`src/rtl/uart_reg_bank_pkg.sv`:
```
// Shared constants and read-handshake state encoding for the UART register bank.
package uart_reg_bank_pkg;

  localparam int unsigned C_ADR_W   = 4;
  localparam int unsigned C_DAT_W   = 8;
  localparam int unsigned C_DEPTH   = 2 ** C_ADR_W;
  localparam int unsigned C_RO_BASE = 12;
  localparam int unsigned C_STAT_N  = C_DEPTH - C_RO_BASE;
  localparam int unsigned C_RD_LAT  = 2;
  localparam int unsigned C_CNT_W   = 4;

  typedef enum logic [1:0] {
    RD_IDLE = 2'd0,
    RD_WAIT = 2'd1,
    RD_ACK  = 2'd2,
    RD_DONE = 2'd3
  } rd_state_e;

endpackage

```
`src/rtl/uart_reg_bank_rd_handshake.sv`:
```
// Four-phase read handshake: fixed-latency ack, data captured at ack time and
// frozen until the request drops.
module uart_reg_bank_rd_handshake
  import uart_reg_bank_pkg::*;
(
  input  logic               clk,
  input  logic               rst_n,
  input  logic               rd_req,
  input  logic [C_DAT_W-1:0] rd_data_c,
  output logic               rd_ack,
  output logic [C_DAT_W-1:0] rd_dat
);

  rd_state_e          state;
  logic [C_CNT_W-1:0] cnt;

  always_ff @(posedge clk or negedge rst_n) begin
    if (!rst_n) begin
      state  <= RD_IDLE;
      cnt    <= '0;
      rd_ack <= 1'b0;
      rd_dat <= '0;
    end else begin
      case (state)
        RD_IDLE: begin
          if (rd_req) begin
            cnt   <= C_CNT_W'(C_RD_LAT - 1);
            state <= RD_WAIT;
          end
        end
        RD_WAIT: begin
          // A dropped request wins over an expiring counter: no ack on abort.
          if (!rd_req) begin
            state <= RD_IDLE;
          end else if (cnt == '0) begin
            rd_dat <= rd_data_c;
            rd_ack <= 1'b1;
            state  <= RD_ACK;
          end else begin
            cnt <= cnt - C_CNT_W'(1);
          end
        end
        RD_ACK: begin
          if (!rd_req) begin
            rd_ack <= 1'b0;
            state  <= RD_DONE;
          end
        end
        RD_DONE: state <= RD_IDLE;
        default: state <= RD_IDLE;
      endcase
    end
  end

endmodule

```
`src/rtl/uart_reg_bank.sv`:
```
// Shadowed register bank behind the UART parser: writes go to shadow, frame
// sync commits shadow to active, upper addresses read live status.
module uart_reg_bank
  import uart_reg_bank_pkg::*;
(
  input  logic                          CK_i,
  input  logic                          XARST_i,
  input  logic [7:0]                    ADRs_i,
  input  logic [C_DAT_W-1:0]            WDATs_i,
  input  logic                          WT_REQ_i,
  input  logic                          RD_REQ_i,
  output logic                          RD_ACK_o,
  output logic [C_DAT_W-1:0]            RDATs_o,
  input  logic                          VSYNC_i,
  input  logic [C_STAT_N*C_DAT_W-1:0]   STATs_i,
  output logic [C_RO_BASE*C_DAT_W-1:0]  REGs_o,
  output logic                          COMMIT_o,
  output logic                          DIRTY_o
);

  logic [C_DAT_W-1:0] shadow [C_RO_BASE];
  logic [C_DAT_W-1:0] active [C_RO_BASE];
  logic               vsync_d;

  logic [C_ADR_W-1:0] adr_lo_c;
  logic               in_range_c;
  logic               is_rw_c;
  logic               is_ro_c;
  logic               wr_c;
  logic               vsync_rise_c;
  logic               commit_c;
  logic [C_DAT_W-1:0] rd_data_c;

  assign adr_lo_c     = ADRs_i[C_ADR_W-1:0];
  assign in_range_c   = (ADRs_i[7:C_ADR_W] == '0);
  assign is_rw_c      = in_range_c && (adr_lo_c < C_ADR_W'(C_RO_BASE));
  assign is_ro_c      = in_range_c && !is_rw_c;
  assign wr_c         = WT_REQ_i && is_rw_c;
  assign vsync_rise_c = VSYNC_i && !vsync_d;
  assign commit_c     = vsync_rise_c && DIRTY_o;

  // Commit copies the pre-write shadow; a same-cycle write stays dirty.
  always_ff @(posedge CK_i or negedge XARST_i) begin
    if (!XARST_i) begin
      for (int i = 0; i < int'(C_RO_BASE); i++) begin
        shadow[i] <= '0;
        active[i] <= '0;
      end
      vsync_d  <= 1'b0;
      COMMIT_o <= 1'b0;
      DIRTY_o  <= 1'b0;
    end else begin
      vsync_d  <= VSYNC_i;
      COMMIT_o <= commit_c;
      for (int i = 0; i < int'(C_RO_BASE); i++) begin
        if (wr_c && (adr_lo_c == C_ADR_W'(i))) shadow[i] <= WDATs_i;
        if (commit_c) active[i] <= shadow[i];
      end
      if (wr_c) DIRTY_o <= 1'b1;
      else if (commit_c) DIRTY_o <= 1'b0;
    end
  end

  // Out-of-range reads return zero but are still acknowledged.
  always_comb begin
    rd_data_c = '0;
    if (is_rw_c) begin
      for (int i = 0; i < int'(C_RO_BASE); i++) begin
        if (adr_lo_c == C_ADR_W'(i)) rd_data_c = shadow[i];
      end
    end else if (is_ro_c) begin
      for (int k = 0; k < int'(C_STAT_N); k++) begin
        if (adr_lo_c == C_ADR_W'(int'(C_RO_BASE) + k)) rd_data_c = STATs_i[k*C_DAT_W +: C_DAT_W];
      end
    end
  end

  for (genvar n = 0; n < int'(C_RO_BASE); n++) begin : g_regs
    assign REGs_o[n*C_DAT_W +: C_DAT_W] = active[n];
  end

  uart_reg_bank_rd_handshake u_rd (
    .clk       (CK_i),
    .rst_n     (XARST_i),
    .rd_req    (RD_REQ_i),
    .rd_data_c (rd_data_c),
    .rd_ack    (RD_ACK_o),
    .rd_dat    (RDATs_o)
  );

endmodule

```
`config.mk`:
```
export PLATFORM = sky130hd
export DESIGN_NAME = uart_reg_bank
export DESIGN_NICKNAME = d
export VERILOG_FILES = /design/src/rtl/uart_reg_bank_pkg.sv /design/src/rtl/uart_reg_bank_rd_handshake.sv /design/src/rtl/uart_reg_bank.sv
export SDC_FILE = /design/constraint.sdc
export NUM_CORES = 1
export LEC_CHECK = 0
export ABC_CLOCK_PERIOD_IN_PS = 3940
export CAP_MARGIN = 0
export CORE_UTILIZATION = 57
export DETAILED_ROUTE_END_ITERATION = 8
export GPL_TIMING_DRIVEN = 0
export PLACE_DENSITY = 0.85
export SYNTH_ARGS = -nofsm -noshare
export SYNTH_HDL_FRONTEND = slang
export SYNTH_HIERARCHICAL = 1
export SYNTH_SLANG_ARGS = --single-unit
export TNS_END_PERCENT = 20
```
`constraint.sdc`:
```
create_clock -name CK_i -period 3.94 [get_ports CK_i]
set_input_delay 0.591 -clock CK_i [delete_from_list [all_inputs] [get_ports CK_i]]
set_output_delay 0.591 -clock CK_i [all_outputs]
set_load 0.02 [all_outputs]
```
# == Word-level counts from Yosys, hierarchy flattened ==
# Index checks and enable logic that the tools add are counted.
# word_totals
regBits,210
latch_bits,0
ram_bits,0
romBits,0
out_inout_bits,107
memories,0
# op_classes
addsub,1
multipliers,0
div,0
magnitude_cmp,1
eq_ne,24
shifts,0
n_mux,33
n_bitwise,0
n_reduce_logical,30
# op_table
op,count
two-way mux 8 bit,18
== test 4 bit (second input constant),8
logical AND 1 bit,17
== test 4 x 3 -> 1 bit (second input constant),4
zero test 4 bit,3
two-way mux 4 bit,3
== test 4 x 2 -> 1 bit (second input constant),2
two-way mux 2 bit,4
inequality test 2 bit (second input constant),4
case mux 2 bit (4 select lines),1
case mux 4 bit (2 select lines),1
AND reduction 4 bit,2
AND reduction 3 bit,2
nonzero test 2 bit,3
two-way mux 1 bit,5
== test 2 bit (second input constant),2
== test 4 x 1 -> 1 bit (second input constant),1
less-than comparator 4 bit (second input constant),1
subtractor 4 x 1 -> 4 bit (second input constant),1
inequality test 3 x 2 -> 1 bit (second input constant),1
== test 2 x 1 -> 1 bit (second input constant),1
zero test 1 bit,2
zero test 2 bit,1
inequality test 2 x 1 -> 1 bit (second input constant),1
case mux 1 bit (2 select lines),1

# == Logic depth before layout (Yosys ltp) ==
# logic_depth
ltp_word,14
mapped_depth,9
depth_no_buf,5

# == Hierarchy ==
# Netlist, hierarchy kept.
# by_module_without_submodules
module,instances,cells_per_inst,area_per_inst_um2,seq_area_each_um2
uart_reg_bank,1,793,8765.9,4879.7
uart_reg_bank_rd_handshake,1,54,675.6,375.4

# == Worst setup path before layout ==
# No wires, ideal clock.
# synth_path
path_kind,input port to flip-flop
startpoint,in ADRs_i[0]
endpoint,reg u_rd.rd_dat[0]
setup_time_ns,0.125
t_arrival_ns,2.229
required_ns,3.815
path_slack_ns,1.587
stages,7
n_path_buf,3
cell_sequence,buf_2 -> buf_4 -> buf_4 -> mux4_2 -> a22oi_1 -> o31ai_1 -> mux2_2
# synth_between
elab_chain_len,14
word_cells_on_any_way,38
classes_between,order compare (1); eq/ne (15); mux (18); reduce/logical (4)
# synth_lines
element,line,source
"start, declared",uart_reg_bank.sv:8,"input logic [7:0] ADRs_i,"
zero test 4 bit,uart_reg_bank.sv:69,if (adr_lo_c == C_ADR_W'(i)) rd_data_c = shadow[i];
two-way mux 8 bit (12 in a row),uart_reg_bank.sv:69,
two-way mux 8 bit *,uart_reg_bank.sv:67,if (is_rw_c) begin
via rd_data_c[0],uart_reg_bank.sv:32,logic [C_DAT_W-1:0] rd_data_c;
"end signal, assigned",uart_reg_bank_rd_handshake.sv:36,rd_dat <= rd_data_c;
"end, declared",uart_reg_bank_rd_handshake.sv:11,output logic [C_DAT_W-1:0] rd_dat
# The timed path passes the listed nets; every way through them passes the cells marked *.
# A chain may end at the register's enable or synchronous reset.

# == Worst setup path in the final report ==
# layout_path
startpoint,in ADRs_i[7]
endpoint,reg shadow[32] (netlist bit)
# layout_between
elab_chain_len,4
# layout_lines
element,line,source
zero test 4 bit,uart_reg_bank.sv:35,assign in_range_c = (ADRs_i[7:C_ADR_W] == '0);
logical AND 1 bit,uart_reg_bank.sv:36,assign is_rw_c = in_range_c && (adr_lo_c < C_ADR_W'(C_RO_BASE));
logical AND 1 bit,uart_reg_bank.sv:38,assign wr_c = WT_REQ_i && is_rw_c;
logical AND 1 bit,uart_reg_bank.sv:56,if (wr_c && (adr_lo_c == C_ADR_W'(i))) shadow[i] <= WDATs_i;
"end signal, assigned by index",uart_reg_bank.sv:56,
"end, declared",uart_reg_bank.sv:21,logic [C_DAT_W-1:0] shadow [C_RO_BASE];
# Every way passes these cells.

==> run summary <==
=====================================================================================
Worst hold-check path type                                               primary input to asynchronous set/reset pin
Initial Util                                                                    0.590
Post-Route Hold Slack                                                         90.2 ps
Most utilized layer in the global route result                                   met2
Distinct cell type count of the synthesized netlist                                55
Share of the synthesized area in the top cell type                              0.557
Wire length of the first global-routing pass                                  40.9 mm
Later-pin clock latency in the skew report                                     500 ps
Endpoints failing hold                                                              0
Floorplan core area                                                       16000 sq um
Number of design rule violations left after detail routing                          0
Final core utilization                                                          0.753
Met3 demand-to-capacity share in global routing                                0.0664
Clk slew on worst S/H paths                                                     60 ps
Most frequently used cell type in the post-synthesis netlist             sky130_fd_sc_hd__nand2_1
H-tree lvl count                                                                    1
Post-synthesis instance area                                               9440 sq um
Largest cells by area after synthesis                                    sky130_fd_sc_hd__dfrtp_1, sky130_fd_sc_hd__nand2_1, sky130_fd_sc_hd__mux2_2
Data required, critical path                                                  4310 ps
Die boundary width                                                             131 um
Post-Route WL                                                                 26.8 mm
Count of mapped cells out of synthesis                                            847
Peak ir drop on the vdd network                                              0.384 mV
Fraction of the yosys area taken by sequential cells                            0.557
Synthesized area divided by synthesized cell count                         11.1 sq um
Startpoint of the most critical setup path                                  ADRs_i[7]
Met1 track utilization from global routing                                      0.400
Cell at the root of the clock tree                                       sky130_fd_sc_hd__clkbuf_16
Combinational family with the most area after synthesis                  multiplexers
Post-Place Cell Area                                                      11300 sq um
Via count of the first global-routing pass                                       7511
Pwr/cell area                                                             430 nW/um^2
TritonCTS Buffers                                                                  21
Area Overhead vs Synth                                                          27.6%
Final period demand of the worst path                                         3130 ps
Wirelength per Cell                                                           21.3 um
Placer Congestion                                                               0.940
Number of buffers on the longest clock path                                         3
Top FF cell, synth                                                       sky130_fd_sc_hd__dfrtp_1
Outcome                                                                  complete, no violations
Initial DRC Count                                                                 609
Row cnt                                                                            46
CP Max Fanout                                                                       8
Fill cell instance count of the final layout                                     1092
Worst slew pin tran                                                           1440 ps
Post-synthesis share of cell area spent on and, or, nand and nor gates          0.170
Setup Crit Path Kind                                                     primary input to flop
Final non-filler cell area                                                12000 sq um
Endpoint arrival time on the critical path                                    3510 ps
Share of cells above drive strength 1                                           0.193
Number of post-CTS setup repair buffers                                             0
Kind of start point of the critical path                                 primary input
Via-per-instance ratio                                                           5.89
Post-route fraction of the period consumed by the critical path                 0.795
Dominant cell type by area after synthesis                               sky130_fd_sc_hd__dfrtp_1
DR pass1 iterations                                                                 7
Reg-to-reg slack, setup                                                       1240 ps
Max Slew Vio Count                                                                  0
GRT Overall Usage                                                               0.323
Final setup violating endpoints                                                     0
Share of synthesized area spent on multiplexers                                 0.196
Number of enable-type register cells in the synthesized netlist                     0
Antenna cell count                                                                  0
Post-synthesis net count                                                          901
Die Y-Extent                                                                   131 um
Sum Neg Setup Slack                                                              0 ps
Number of maximum-capacitance constraint violations                                 0
Number of nets with antenna violations after routing                                0
Max frequency                                                                 319 MHz
Vias after detailed routing                                                      7420
Startpoint of the worst register-to-register path                             DIRTY_o
Resized Gates After CTS                                                             0
Tightest slew margin relative to the limit                                     0.0313
Total of flip-flops plus latches after synthesis                                  210
Residual overflow from global routing                                               0
Largest net degree at the start of global routing                                 111
TritonCTS clock tree                                                              yes
Post-synthesis compound-gate area fraction                                     0.0481
Met2 global-route usage                                                         0.541
Clock tree sinks                                                                  210
Leakage dissipation                                                           5.95 nW
Critical path endpoint category                                                  flop
Total number of nets in the final design                                         1082
CTS Hold Buffers Added                                                              0
Fraction of registers with async set/reset                                       1.00
Total of warnings raised by yosys                                                   6
Xor and xnor area share after synthesis                                             0
Unrepaired setup endpoints after global routing                                    no
Max Clock Skew                                                                19.5 ps
Die area                                                                  17100 sq um
Number of antenna violations at the first check in global routing                   0
Boundary Pins                                                                     160
Most numerous cell types in the synthesized netlist                      sky130_fd_sc_hd__nand2_1, sky130_fd_sc_hd__dfrtp_1, sky130_fd_sc_hd__mux2_2
Number of input and output port buffers inserted                                  157
Post-DP HPWL                                                                  18.3 mm
Adder-cell share of the synthesized area                                      0.00133
=====================================================================================
## metal layers
layer,vias to the layer above,part of all wire
met1,3686,0.39
met2,392,0.49
met5,-,0
li1,3236,-
met4,0,0.047
met3,106,0.078
## worst max-delay path: stages
cell	delay, ps
sky130_fd_sc_hd__clkdlybuf4s50_1	410
sky130_fd_sc_hd__nor4_1	1190
sky130_fd_sc_hd__nand3_1	370
sky130_fd_sc_hd__nor2_2	530
sky130_fd_sc_hd__mux2_2	410
## final cells by class
cell class	count	area, sq um	share of cell area
Tap cell	216	270	0.0224
Buffer	53	236	0.0196
Multi-Input combinational cell	575	3920	0.325
Inverter	9	33.8	0.00280
Clock inverter	10	129	0.0107
Timing Repair Buffer	158	1600	0.133
Sequential cell	210	5260	0.436
Clock buffer	28	602	0.0500
## power breakdown
group	leakage, nW	switching (mW)	internal (mW)	total (mW)
Sequential	2.90	0.105	2.28	2.38
Clock	0.367	0.836	1.27	2.11
Combinational	2.69	0.367	0.317	0.684
Total	5.95	1.31	3.87	5.18
## cells by family (layout without fill, tap and decap cells)
| logic type | after synthesis | in the layout |
|---|---|---|
| mux | 142 | 142 |
| flops | 210 | 210 |
| buf+inv | 62 | 258 |
| fa+ha+maj | 1 | 1 |
| compound gates | 67 | 67 |
| simple gates | 365 | 365 |
## worst paths after layout
path / endpoint / depth (start not counted)
setup / recovery: shadow[32] / 5
setup reg to reg: REGs_o[10] / 7
min in group CK_i: REGs_o[39] / 2
hold reg to reg: REGs_o[39] / 2
hold / removal: REGs_o[92] / 1
max in group asynchronous: REGs_o[34] / 2
## placed cells by master (no fill, tap or decap), types with 6 or more instances in the layout
cell                                n
sky130_fd_sc_hd__dfrtp_1          210
sky130_fd_sc_hd__clkinv_2           6
sky130_fd_sc_hd__buf_2             11
sky130_fd_sc_hd__clkdlybuf4s50_1  156
sky130_fd_sc_hd__clkbuf_1          34
sky130_fd_sc_hd__mux2_4            16
sky130_fd_sc_hd__nand2_1          292
sky130_fd_sc_hd__mux2_2            96
sky130_fd_sc_hd__inv_1              7
sky130_fd_sc_hd__mux2i_1           12
sky130_fd_sc_hd__a21o_1             6
sky130_fd_sc_hd__a31oi_1            6
sky130_fd_sc_hd__a21oi_1            8
sky130_fd_sc_hd__a22oi_1            6
sky130_fd_sc_hd__mux4_2            18
sky130_fd_sc_hd__nor2_1            12
sky130_fd_sc_hd__clkbuf_16         21
sky130_fd_sc_hd__nand2b_1          12
sky130_fd_sc_hd__nand3_1            7
sky130_fd_sc_hd__o21ai_0           14
## sequential cells by signal (all words and copies together) (netlist names), named ones only
name and count:
COMMIT_o 1, DIRTY_o 1, REGs_o 96, shadow 96, u_rd/cnt 4, u_rd/rd_ack 1, u_rd/rd_dat 8, u_rd/state 1
vsync_d 1
## per-stage QoR
step | instances | power (mW) | worst slack, ps
global route | 1259 | 5.34 | 811
global placement | 1220 | 3.06 | -6210
CTS | 1259 | 5.19 | 964
floorplan | 847 | 2.76 | 1590
detailed placement | 1221 | 3.09 | 532
finish | 1259 | 5.18 | 806
Note: power is estimated with default switching activity, not from simulation.
